### config.mk
export PLATFORM = sky130hd
export DESIGN_NAME = mem_port_arbiter
export DESIGN_NICKNAME = d
export VERILOG_FILES = /design/src/rtl/mem_port_arbiter.sv
export SDC_FILE = /design/constraint.sdc
export NUM_CORES = 1
export LEC_CHECK = 0
export CORE_MARGIN = 5
export CORE_UTILIZATION = 40
export CTS_CLUSTER_DIAMETER = 150
export DETAILED_ROUTE_END_ITERATION = 16
export DONT_BUFFER_PORTS = 1
export SYNTH_ARGS = -nofsm -noshare
export SYNTH_HDL_FRONTEND = slang
export SYNTH_SLANG_ARGS = --single-unit
### constraint.sdc
create_clock -name CLK -period 3.6 [get_ports CLK]
set_input_delay 0.72 -clock CLK [delete_from_list [all_inputs] [get_ports CLK]]
set_output_delay 0.72 -clock CLK [all_outputs]
set_load 0.01 [all_outputs]
### src/rtl/mem_port_arbiter.sv
// Shares one memory port between instruction fetch and data access.
// Data wins by default; a waiting fetch is forced in after MAX_DM_BURST data grants.
module mem_port_arbiter #(
    parameter int MAX_DM_BURST = 2
) (
    input  logic        CLK,
    input  logic        RST,
    input  logic        if_req,
    input  logic [31:0] if_addr,
    input  logic        if_flush,
    output logic [31:0] if_rdata,
    output logic        if_valid,
    output logic        if_stall,
    input  logic        dm_req,
    input  logic        dm_we,
    input  logic [31:0] dm_addr,
    input  logic [31:0] dm_wdata,
    output logic [31:0] dm_rdata,
    output logic        dm_valid,
    output logic        dm_stall,
    output logic        mem_cs,
    output logic        mem_we,
    output logic [31:0] mem_addr,
    output logic [31:0] mem_wdata,
    input  logic [31:0] mem_rdata,
    input  logic        mem_ack
);

    localparam int CW = $clog2(MAX_DM_BURST + 1);
    localparam logic [CW-1:0] CNT_MAX = CW'(MAX_DM_BURST);

    typedef enum logic [1:0] {
        IDLE    = 2'd0,
        IF_BUSY = 2'd1,
        DM_BUSY = 2'd2
    } state_t;

    state_t        state_q, state_d;
    logic [CW-1:0] dm_cnt_q, dm_cnt_d;
    logic          drop_q, drop_d;
    logic          we_q, we_d;
    logic [31:0]   addr_q, addr_d;
    logic [31:0]   wdata_q, wdata_d;

    logic if_ok;
    logic grant_dm;
    logic grant_if;
    logic live;

    // A fetch paired with a flush is stale and must not take the port.
    always_comb begin
        if_ok    = if_req && !if_flush;
        grant_dm = 1'b0;
        grant_if = 1'b0;
        if (state_q == IDLE) begin
            if (dm_req && !(if_ok && dm_cnt_q == CNT_MAX)) begin
                grant_dm = 1'b1;
            end else if (if_ok) begin
                grant_if = 1'b1;
            end
        end
    end

    always_comb begin
        state_d  = state_q;
        dm_cnt_d = dm_cnt_q;
        drop_d   = drop_q;
        we_d     = we_q;
        addr_d   = addr_q;
        wdata_d  = wdata_q;
        unique case (state_q)
            IDLE: begin
                if (grant_dm) begin
                    state_d = DM_BUSY;
                    addr_d  = dm_addr;
                    we_d    = dm_we;
                    wdata_d = dm_wdata;
                    if (!if_req) begin
                        dm_cnt_d = '0;
                    end else if (dm_cnt_q != CNT_MAX) begin
                        dm_cnt_d = dm_cnt_q + 1'b1;
                    end
                end else if (grant_if) begin
                    state_d  = IF_BUSY;
                    addr_d   = if_addr;
                    we_d     = 1'b0;
                    wdata_d  = '0;
                    dm_cnt_d = '0;
                end
            end
            IF_BUSY: begin
                if (mem_ack) begin
                    state_d = IDLE;
                    drop_d  = 1'b0;
                end else if (if_flush) begin
                    drop_d = 1'b1;
                end
            end
            DM_BUSY: begin
                if (mem_ack) begin
                    state_d = IDLE;
                end
            end
            default: begin
                state_d = IDLE;
            end
        endcase
    end

    always_ff @(posedge CLK) begin
        if (RST) begin
            state_q  <= IDLE;
            dm_cnt_q <= '0;
            drop_q   <= 1'b0;
            we_q     <= 1'b0;
            addr_q   <= '0;
            wdata_q  <= '0;
        end else begin
            state_q  <= state_d;
            dm_cnt_q <= dm_cnt_d;
            drop_q   <= drop_d;
            we_q     <= we_d;
            addr_q   <= addr_d;
            wdata_q  <= wdata_d;
        end
    end

    // Reset abandons a transaction immediately, so nothing leaks while RST is high.
    assign live      = !RST;
    assign mem_cs    = live && (state_q != IDLE);
    assign mem_we    = mem_cs && we_q;
    assign mem_addr  = live ? addr_q : '0;
    assign mem_wdata = live ? wdata_q : '0;

    assign if_valid = live && (state_q == IF_BUSY) && mem_ack
                      && !drop_q && !if_flush;
    assign dm_valid = live && (state_q == DM_BUSY) && mem_ack;
    assign if_rdata = if_valid ? mem_rdata : '0;
    assign dm_rdata = dm_valid ? mem_rdata : '0;
    assign if_stall = if_req && !if_valid;
    assign dm_stall = dm_req && !dm_valid;

endmodule

; Word level (Yosys, flattened, before mapping)
; Index checks and enable logic that the tools add are counted.
[totals]
reg_bits = 70
out_inout_bits = 134
input_bits = 135
[op_classes]
eq_ne = 7
n_reduce_logical = 28
muxes = 25
add_sub_neg = 1
[ops]
columns = cell, count
row1 = 32-bit 2-to-1 mux, 8
row2 = 2-bit 2-to-1 mux, 7
row3 = 1-bit logical AND, 13
row4 = 1-bit 2-to-1 mux, 9
row5 = 1-bit logical NOT, 6
row6 = 2-bit AND reduction, 3
row7 = 2-bit nonzero test, 3
row8 = "2-bit == test, second input constant", 2
row9 = 2-bit one-hot mux with 2 select lines, 1
row10 = "3-bit by 2-bit inequality test with 1-bit output, second input constant", 1
row11 = "3-bit inequality test, second input constant", 1
row12 = 3-bit AND reduction, 1
row13 = "2-bit by 1-bit adder with 2-bit output, second input constant", 1
row14 = "2-bit by 1-bit == test with 1-bit output, second input constant", 1
row15 = 2-bit logical NOT, 1
row16 = "2-bit by 1-bit inequality test with 1-bit output, second input constant", 1
row17 = "2-bit inequality test, second input constant", 1
row18 = 2-bit OR reduction, 1

; Longest topological paths before layout
[logic_depth]
word_depth = 10
mapped_depth = 8

; Least setup slack after synthesis
; No wires, ideal clock.
[synth_timing]
path_kind = input port to output port
startpoint = input port RST
endpoint = output port dm_rdata[22]
path_slack_ps = 1317
arrival_time_ps = 1563
path_buffers = 2
path_stages = 4
cell_sequence = and3b_1 > clkbuf_1 > clkbuf_1 > and2_1
[synth_via]
elab_chain_cells = 4
[synth_rtl]
columns = element, line_no
row1 = start: declaration, 7  ; input logic RST,
row2 = 1-bit logical NOT, 129  ; assign live = !RST;
row3 = 1-bit logical AND (2 in a row), 137  ; assign dm_valid = live && (state_q == DM_BUSY) && mem_ack;
row4 = named net dm_valid, 19  ; output logic dm_valid,
row5 = 32-bit 2-to-1 mux, 139  ; assign dm_rdata = dm_valid ? mem_rdata : '0;
row6 = end: declaration, 18  ; output logic [31:0] dm_rdata,
; The timed path passes the listed nets, and every way through them passes these cells.

; Worst setup path in the final report
[layout_timing]
startpoint = register state_q[1]
endpoint = output port if_rdata[29]
[layout_via]
elab_chain_cells = 6
[layout_rtl]
columns = element, line_no
row1 = start: declaration, 38  ; state_t state_q, state_d;
row2 = start signal: assignment, 119  ; state_q <= state_d;
row3 = 2-bit by 1-bit == test with 1-bit output, 135  ; assign if_valid = live && (state_q == IF_BUSY) && mem_ack
row4 = 1-bit logical AND (2 in a row), 135
row5 = 1-bit logical AND (2 in a row), 136  ; && !drop_q && !if_flush;
row6 = named net if_valid, 12  ; output logic if_valid,
row7 = 32-bit 2-to-1 mux, 138  ; assign if_rdata = if_valid ? mem_rdata : '0;
row8 = end: declaration, 11  ; output logic [31:0] if_rdata,
; The timed path passes the listed nets, and every way through them passes these cells.

==> impl_metrics.tcl <==
set metrics [dict create \
    status "finished clean" \
    syn-num-nets 613 \
    routed_wl_mm 11.0 \
    finalHoldViolCount 0 \
    dieHeight_um 108 \
    cts_inserted_buffers 9 \
    seqCellArea_mm2 0.00140 \
    grt_first_pass_wirelength_mm 16.4 \
    cts_sinks 70 \
    met1_length_mm 4.48 \
    firstDrtPassIters 4 \
    power_density_mw_per_mm2 471 \
    tns_ps 0 \
    leakage_nw 1.52 \
    dpl.cell_count 565 \
    area_delta_synth_final_pct 5.24 \
    io_buffer_count 0 \
    gp_congestion 0.695 \
    yosysSeqAreaShare_pct 36.2 \
    synthCells 474 \
    endpoint_kind "primary output" \
    grt_max_degree 139 \
    die-area_mm2 0.0117 \
    synth.distinct_cells 31 \
    fmax_ghz 0.365 \
    num_rows 35 \
    layout.cells.most_common_list "dfxtp_1 (70), nor2_1 (68), nor2b_1 (66)" \
    hold_class "input port to flip-flop" \
    start_util_pct 41.4 \
    top_layer_used "met4" \
    vias_per_cell 5.46 \
    cpMaxStageDelayCell "and4b_1" \
    via_count 3172 \
    crit_path_max_fanout 34 \
    ys_seq_elements 70 \
    drtIter0Drc 267 \
    htreeDepth 3 \
    wl_met3_mm 1.14 \
    ios 269 \
    cpPeakStageDelay_ps 780 \
    overflow 0 \
    core_area_mm2 0.00933 \
    grt_usage_pct 17.3 \
    syn-mean-instance-area_um2 8.16 \
    maxCapViolations 0 \
    path_delay_family "simple AND/OR/NAND/NOR gates" \
    drv_slew 0 \
    antennaDiodeCount 0 \
    min_period_ps 2740 \
    cts_tree "yes" \
    cp.depth 4 \
    worstMarginPinSlew_ps 885 \
    synth.cell_area_mm2 0.00387 \
    setup_viol 0 \
    fin_cells 581 \
    final_common_cell "dfxtp_1" \
    cp-start-kind "flip-flop" \
    dieWidth_um 108 \
    first_global_vias 3219 \
    clk_latency_ps 330 \
    antenna_found_initial 0 \
    ys_warn_count 0 \
    r2r_cells 6 \
    cts_resized 0 \
    dp_hpwl_mm 7.80 \
    crit_buf_inv 1 \
    multi_input_area_mm2 0.00225 \
    path_clk_slew_ps 80 \
    holdBufCountCts 0 \
    finalCritPeriodShare_pct 76.1 \
    rsz0062_at_grt "no" \
    vdd.ir_drop.worst_mv 0.223 \
    required_ps 2880 \
    dr_wl_met2_mm 5.19 \
    route.detailed.drc 0 \
    fillers 957 \
    slew_headroom_pct 41.0 \
    final_util_pct 43.6 \
    cts_root_buf "clkbuf_8" \
    min_delay_path_depth 1 \
    drive_gt1_share_pct 14.2 \
    post_cts_buffers 0 \
    clockBufferDepth 2 \
    fin_skew_ps 11.5 \
    worstPathArrival_ps 2020 \
    finalNetCount 586 \
    path_cells "inv_1, ha_1, and4b_1, and2_1" \
    routedWlPerCell_um 18.9 \
    criticalPathCategory "flip-flop to primary output" \
    ant_nets 0 \
]
-- metrics by stage --
| step | hold slack, ps | cell area [µm²] | total power [mW] | setup slack, ps |
|---|---|---|---|---|
| floorplan | 444 | 3870 | 1.30 | 1320 |
| global placement | 458 | 3890 | 1.35 | 1090 |
| detailed placement | 474 | 3890 | 1.36 | 1010 |
| CTS | 434 | 4070 | 1.95 | 830 |
| global route | 425 | 4070 | 2.04 | 657 |
| finish | 457 | 4070 | 1.92 | 861 |
-- flip-flops by register name, indices dropped and copies added, names as in the netlist --
register,cells
state_q,2
wdata_q,32
we_q,1
drop_q,1
dm_cnt_q,2
addr_q,32
-- worst paths after layout --
| kind | startpoint | to | slack [ps] |
|---|---|---|---|
| setup reg to reg | state_q[0] | addr_q[24] | 1300 |
| hold reg to reg | state_q[1] | state_q[1] | 480 |
| hold / removal | RST | we_q | 460 |
| setup / recovery | state_q[1] | if_rdata[29] | 860 |
-- logic make-up after synthesis --
logic type                 after synthesis  share of synthesized area, %
and+or+nand+nor                        246                          33.6
buffers and inverters                   46                          5.79
AOI/OAI and AO/OA                      108                          23.1
adders and majority gates                4                          1.29
DFF                                     70                          36.2
-- cells in the mapped netlist, drive strengths merged --
master	count	area, µm²
nand3	1	5.00
and2	65	407
nand2	35	131
clkbuf	19	71.3
o21a	1	7.51
o21ai	5	28.8
nand3b	3	22.5
and4b	1	10.0
a22oi	33	248
nor2	68	255
a32oi	1	8.76
and3	1	6.26
a211oi	33	348
and2b	1	10.0
and3b	1	8.76
inv	3	11.3
a21oi	34	245
nor4bb	1	10.0
nand4	1	6.26
dfxtp	70	1400
nand2b	2	12.5
nor2b	66	413
buf	24	141
ha	4	50.1
a21boi	1	7.51
-- final cells by class --
class,count,area share (%)
multi-input cells,358,55.3
well taps,129,3.97
clock buffers,10,3.38
clock inverters,6,1.11
flip-flops and latches,70,34.4
inverters,3,0.277
repair buffers,5,1.54
-- report_power, final --
| part | switching, mW | internal [mW] | total (mW) |
|---|---|---|---|
| clock network | 0.310 | 0.271 | 0.581 |
| registers | 0.0390 | 0.857 | 0.896 |
| logic | 0.269 | 0.172 | 0.442 |
-- routing by layer --
layer  vias to the layer above  global-route usage (%)
met1                      1483                    21.8
met5                         -                       0
met2                       158                    27.6
li1                       1518                       -
met4                         0                    5.14
met3                        13                    6.21
Note: power is estimated with default switching activity, not from simulation.
